==> config.mk <==
export PLATFORM = sky130hd
export DESIGN_NAME = spi_reg_bank
export DESIGN_NICKNAME = d
export VERILOG_FILES = /design/src/rtl/spi_reg_bank.sv
export SDC_FILE = /design/constraint.sdc
export NUM_CORES = 1
export LEC_CHECK = 0
export ABC_AREA = 1
export BUFFER_PORTS_ARGS = -buffer_cell sky130_fd_sc_hd__buf_2
export CAP_MARGIN = 15
export CORE_MARGIN = 4
export CORE_UTILIZATION = 55
export CTS_CLUSTER_DIAMETER = 200
export CTS_CLUSTER_SIZE = 28
export DETAILED_ROUTE_END_ITERATION = 7
export PLACE_DENSITY_LB_ADDON = 0.25
export REMOVE_ABC_BUFFERS = 1
export SLEW_MARGIN = 5
export SYNTH_ARGS = -nofsm -noshare
export SYNTH_HDL_FRONTEND = slang
export SYNTH_SLANG_ARGS = --single-unit
==> constraint.sdc <==
create_clock -name FX2_CLK -period 3.7 [get_ports FX2_CLK]
set_input_delay 0.185 -clock FX2_CLK [delete_from_list [all_inputs] [get_ports FX2_CLK]]
set_output_delay 0.185 -clock FX2_CLK [all_outputs]
set_load 0.01 [all_outputs]
==> src/rtl/spi_reg_bank.sv <==
// spi_reg_bank: validates and commits serial-front-end writes into eight
// GP registers; counts reads and rejected transactions.
//
// Ports:
//   FX2_CLK         sole clock
//   reset           synchronous active-high reset
//   saddr[6:0]      bit5 = read flag, bits[4:0] = register address,
//                   bit6 ignored
//   sdata[7:0]      write data
//   sstrobe         one-cycle end-of-transaction pulse
//   GPReg0..GPReg7  register contents
//   wr_pulse        one-cycle commit pulse
//   wr_index        index of the committed register, held between pulses
//   rd_count        saturating read-transaction count
//   err_count       saturating rejected-transaction count
//   busy            FSM not in IDLE
//
// Build option SHADOW_COMMIT_EN: writes to addresses 1..8 land in shadow
// registers; a write to address 9 copies all shadows to GPReg0..7 at once.
module spi_reg_bank #(
    parameter logic [7:0] REG_RESET = 8'h00,
    parameter int         ERR_CNT_W = 8
) (
    input  logic                 FX2_CLK,
    input  logic                 reset,
    input  logic [6:0]           saddr,
    input  logic [7:0]           sdata,
    input  logic                 sstrobe,
    output logic [7:0]           GPReg0,
    output logic [7:0]           GPReg1,
    output logic [7:0]           GPReg2,
    output logic [7:0]           GPReg3,
    output logic [7:0]           GPReg4,
    output logic [7:0]           GPReg5,
    output logic [7:0]           GPReg6,
    output logic [7:0]           GPReg7,
    output logic                 wr_pulse,
    output logic [2:0]           wr_index,
    output logic [ERR_CNT_W-1:0] rd_count,
    output logic [ERR_CNT_W-1:0] err_count,
    output logic                 busy
);

    typedef enum logic [1:0] {
        IDLE,
        CAPTURE,
        VALIDATE,
        COMMIT
    } state_t;

    state_t     state;
    logic       pending;
    logic [5:0] cap_addr;
    logic [7:0] cap_data;
    logic [7:0] gp [0:7];
`ifdef SHADOW_COMMIT_EN
    logic [7:0] shadow [0:7];
`endif

    // saddr[6] carries no meaning for this block
    logic unused_saddr6;
    assign unused_saddr6 = saddr[6];

    logic       mismatch;
    logic       is_read;
    logic       addr_ok;
    logic       val_err;
    logic       overflow;
    logic       rd_inc;
    logic [1:0] err_inc;
    logic [2:0] idx;

    assign mismatch = (saddr[5:0] != cap_addr) || (sdata != cap_data);
    assign is_read  = cap_addr[5];
    // Addresses are 1-based: 1..8 map onto registers 0..7
    assign idx      = cap_addr[2:0] - 3'd1;

`ifdef SHADOW_COMMIT_EN
    assign addr_ok = (cap_addr[4:0] != 5'd0) && (cap_addr[4:0] <= 5'd9);
`else
    assign addr_ok = (cap_addr[4:0] != 5'd0) && (cap_addr[4:0] <= 5'd8);
`endif

    assign val_err  = (state == VALIDATE) &&
                      (mismatch || (!is_read && !addr_ok));
    assign rd_inc   = (state == VALIDATE) && !mismatch && is_read;
    // Pending is only one deep; a further strobe is dropped
    assign overflow = sstrobe && (state != IDLE) && pending;
    // A validation error and an overflow in one cycle add two
    assign err_inc  = {1'b0, val_err} + {1'b0, overflow};

    function automatic logic [ERR_CNT_W-1:0] sat_add(
        input logic [ERR_CNT_W-1:0] cnt,
        input logic [1:0]           inc
    );
        logic [ERR_CNT_W:0] sum;
        sum = {1'b0, cnt} + (ERR_CNT_W+1)'(inc);
        if (sum[ERR_CNT_W])
            return '1;
        return sum[ERR_CNT_W-1:0];
    endfunction

    always_ff @(posedge FX2_CLK) begin
        if (reset) begin
            state     <= IDLE;
            pending   <= 1'b0;
            cap_addr  <= '0;
            cap_data  <= '0;
            wr_pulse  <= 1'b0;
            wr_index  <= '0;
            rd_count  <= '0;
            err_count <= '0;
            for (int i = 0; i < 8; i++) begin
                gp[i] <= REG_RESET;
`ifdef SHADOW_COMMIT_EN
                shadow[i] <= REG_RESET;
`endif
            end
        end else begin
            wr_pulse  <= 1'b0;
            err_count <= sat_add(err_count, err_inc);
            rd_count  <= sat_add(rd_count, {1'b0, rd_inc});

            if (state == IDLE) begin
                // Servicing the pending request while a new strobe
                // arrives queues the new one behind it
                pending <= pending && sstrobe;
            end else if (sstrobe && !pending) begin
                pending <= 1'b1;
            end

            unique case (state)
                IDLE: begin
                    if (sstrobe || pending)
                        state <= CAPTURE;
                end
                CAPTURE: begin
                    cap_addr <= saddr[5:0];
                    cap_data <= sdata;
                    state    <= VALIDATE;
                end
                VALIDATE: begin
                    if (!mismatch && !is_read && addr_ok)
                        state <= COMMIT;
                    else
                        state <= IDLE;
                end
                COMMIT: begin
                    wr_pulse <= 1'b1;
                    state    <= IDLE;
`ifdef SHADOW_COMMIT_EN
                    if (cap_addr[4:0] == 5'd9) begin
                        for (int i = 0; i < 8; i++)
                            gp[i] <= shadow[i];
                        wr_index <= 3'd0;
                    end else begin
                        shadow[idx] <= cap_data;
                        wr_index    <= idx;
                    end
`else
                    gp[idx]  <= cap_data;
                    wr_index <= idx;
`endif
                end
                default: state <= IDLE;
            endcase
        end
    end

    assign busy   = (state != IDLE);
    assign GPReg0 = gp[0];
    assign GPReg1 = gp[1];
    assign GPReg2 = gp[2];
    assign GPReg3 = gp[3];
    assign GPReg4 = gp[4];
    assign GPReg5 = gp[5];
    assign GPReg6 = gp[6];
    assign GPReg7 = gp[7];

endmodule

==> results.ini <==
[place]
hpwlAfterDp_mm=5.81
numPortBuffers=101
place_congestion=0.749
dp_slack_ps=1130

[synth]
synth-seq-area-share_pct=65.5
synth_top_area_share_pct=47.3
netlist_instances=400
synth_edf_count=64
avgSynthCellArea_sq_um=10.2
synth_ff_type=edfxtp_1
synth_top_cell_by_area=edfxtp_1
ys_types=29
yosys_warnings=0
syn-cell-area_sq_um=4060
synthTopCellsByArea=edfxtp_1 47%, dfxtp_1 18%, nor2_1 7.9%
ys_seq_elements=101
synth_most_common_cell=nor2_1
synthTopCellsByCount=86 x nor2_1, 64 x edfxtp_1, 62 x nand2_1
async_reset_ff_share_pct=0

[clocking]
cts_tree=built
cts_sinks=101
insertion_delay_ps=360
cts-resized-gates=0
cts_buffers=9
clock_path_buffers=2
cts_max_level=3
clkSlewWorstSetupHoldPaths_ps=100
cts_setup_buffers=0
cts_root_buffer=clkbuf_8
ctsHoldBuffers=0

[setup_path]
cpLargestDelayFamily=adder cells
worst-path-buf-inv=3
path_common_cell=nand2_1
slowest_stage=dfxtp_1
crit_type=reg2reg
startpoint_type=flip-flop
critPathArrivalTime_ps=2820
crit_chain=inv_2 -> ha_1 -> nand2_1 -> nand3_1 -> nand2_1 -> nand3_1 -> nand2_1 -> inv_1 -> fa_1 -> ha_1 -> nand3_1 -> and3b_2 -> nand2_1 -> nor2_2 -> o21ai_0 -> inv_1
slowest_delay_ps=410
path_max_fanout=5
endpoint_kind=flip-flop
cp.required_ps=3970

[global_route]
first_global_vias=2789
grt_usage_pct=18.9
grt_pass1_wl_mm=12.7
antenna_found_initial=0
grt-ovfl-total=0
grt_max_degree=31

[floorplan]
die_w_microns=94.0
die-height_microns=94.0
rows=31
start_util_pct=56.3
dieArea_sq_um=8830
ios=103
core_area_sq_um=7210

[detailed_routing]
route.vias.total=2984
drtIter0Drc=132
antenna_left=0
routedWlPerCell_microns=13.3
drc=0
wl_mm=8.09
vias_per_cell=4.90
dr.pass1.iters=4

[finish]
nets=529
num_antenna_cells=0
area_delta_synth_final_pct=20.4
drive_gt1_share_pct=28.0
seqCellArea_sq_um=2660
fill_cells=595
multi_input_area_sq_um=1210

[sta]
skew_ps=6.48
finalCritPeriodShare_pct=68.9
min_period_ps=2550
slew_viol_final=0
fmax_mhz=392
maxSlewHeadroom_pct=39.1
max_slew.worst_pin.slew_ps=912
hold_violations=0
setup_tns_ps=0
setup_viol=0
fin_ws_ps=1150
rsz0062_at_grt=no

[power]
p_leak_uw=0.00217
p_total_uw=2490
power-per-cell-area_nw_per_um2=509
vdd_ir_drop_max_mv=0.268

[outcome]
outcome=finished clean

[worst_hold_path]
hold_path.class=in2reg

[job]
drv_cap=0

-- path summary, 6_finish.rpt --
path | startpoint | to | slack [ps] | cells after the start
min | sstrobe | pending | 100 | 3
max reg2reg | cap_addr[0] | err_count[5] | 1150 | 16
max | cap_addr[0] | err_count[5] | 1150 | 16
min reg2reg | pending | pending | 500 | 2
-- power by group --
part / internal [uW] / switching, uW
clock: 391 / 389
sequential: 1270 / 43.2
combinational: 118 / 280
-- metrics by stage --
| step | area, sq um | instances | util (%) | hold WS (ps) |
|---|---|---|---|---|
| final | 4890 | 609 | 67.8 | 103 |
| after global routing | 4890 | 609 | 67.8 | 107 |
| after CTS | 4890 | 609 | 67.8 | 89.4 |
| after detailed placement | 4660 | 593 | 64.7 | 483 |
| after global placement | 4660 | 593 | 64.7 | 468 |
| after floorplan | 4040 | 393 | - | 254 |
-- per-layer routing --
| metal | vias up | GRT usage, % | routed length, microns |
|---|---|---|---|
| li1 | 1515 | - | - |
| met5 | - | 0 | 0 |
| met4 | 0 | 6.86 | 103 |
| met1 | 1353 | 23.0 | 3410 |
| met2 | 109 | 31.9 | 3940 |
| met3 | 7 | 5.37 | 633 |
-- cells by family (layout without fill, tap and decap cells) --
kind of cell               after synthesis  after routing  synth area share [%]
buffers and inverters                   49            159                  4.59
AOI/OAI and AO/OA                       54             54                  6.96
xor gates and xnor gates                10             10                  2.16
and+or+nand+nor                        180            180                  18.7
DFF                                    101            101                  65.5
adders and majority gates                6              6                  2.03
-- final cells by class --
type | instances | area share (%)
Clock buffer | 9 | 2.53
Tap cell | 99 | 2.53
Sequential cell | 101 | 54.4
Multi-Input combinational cell | 250 | 24.8
Inverter | 42 | 3.22
Timing Repair Buffer | 101 | 10.3
Clock inverter | 7 | 2.17
-- tightest hold or removal path, cell delays in order --
cell	delay, ps
buf_2	100
nand2_1	70
a21oi_1	60
-- state kept, by name, indices dropped and copies added, names as in the netlist --
register,flops
gp,64
cap_data,8
err_count,8
rd_count,8
cap_addr,6
wr_index,3
state,2
pending,1
wr_pulse,1
-- placed cells by master (no fill, tap or decap) --
| master | instances |
|---|---|
| nor3b_2 | 1 |
| a31o_2 | 1 |
| buf_2 | 101 |
| nand2_2 | 8 |
| and3b_2 | 1 |
| o31ai_1 | 1 |
| clkbuf_8 | 9 |
| nand3b_1 | 1 |
| dfxtp_1 | 37 |
| inv_6 | 1 |
| nor2_2 | 5 |
| nand4_1 | 1 |
| o21ai_0 | 21 |
| bufinv_16 | 2 |
| nor2_1 | 86 |
| nand2_1 | 62 |
| a21oi_1 | 28 |
| or2_1 | 1 |
| xnor2_1 | 4 |
| edfxtp_1 | 64 |
| fa_1 | 1 |
| xor2_1 | 6 |
| inv_2 | 8 |
| nor3_1 | 1 |
| nor2_4 | 2 |
| ha_1 | 5 |
| clkinv_1 | 1 |
| a31oi_1 | 1 |
| o21a_1 | 2 |
| inv_1 | 33 |
| clkinv_4 | 3 |
| nand3_1 | 11 |
| inv_8 | 1 |
(Power assumes the default switching activity.)
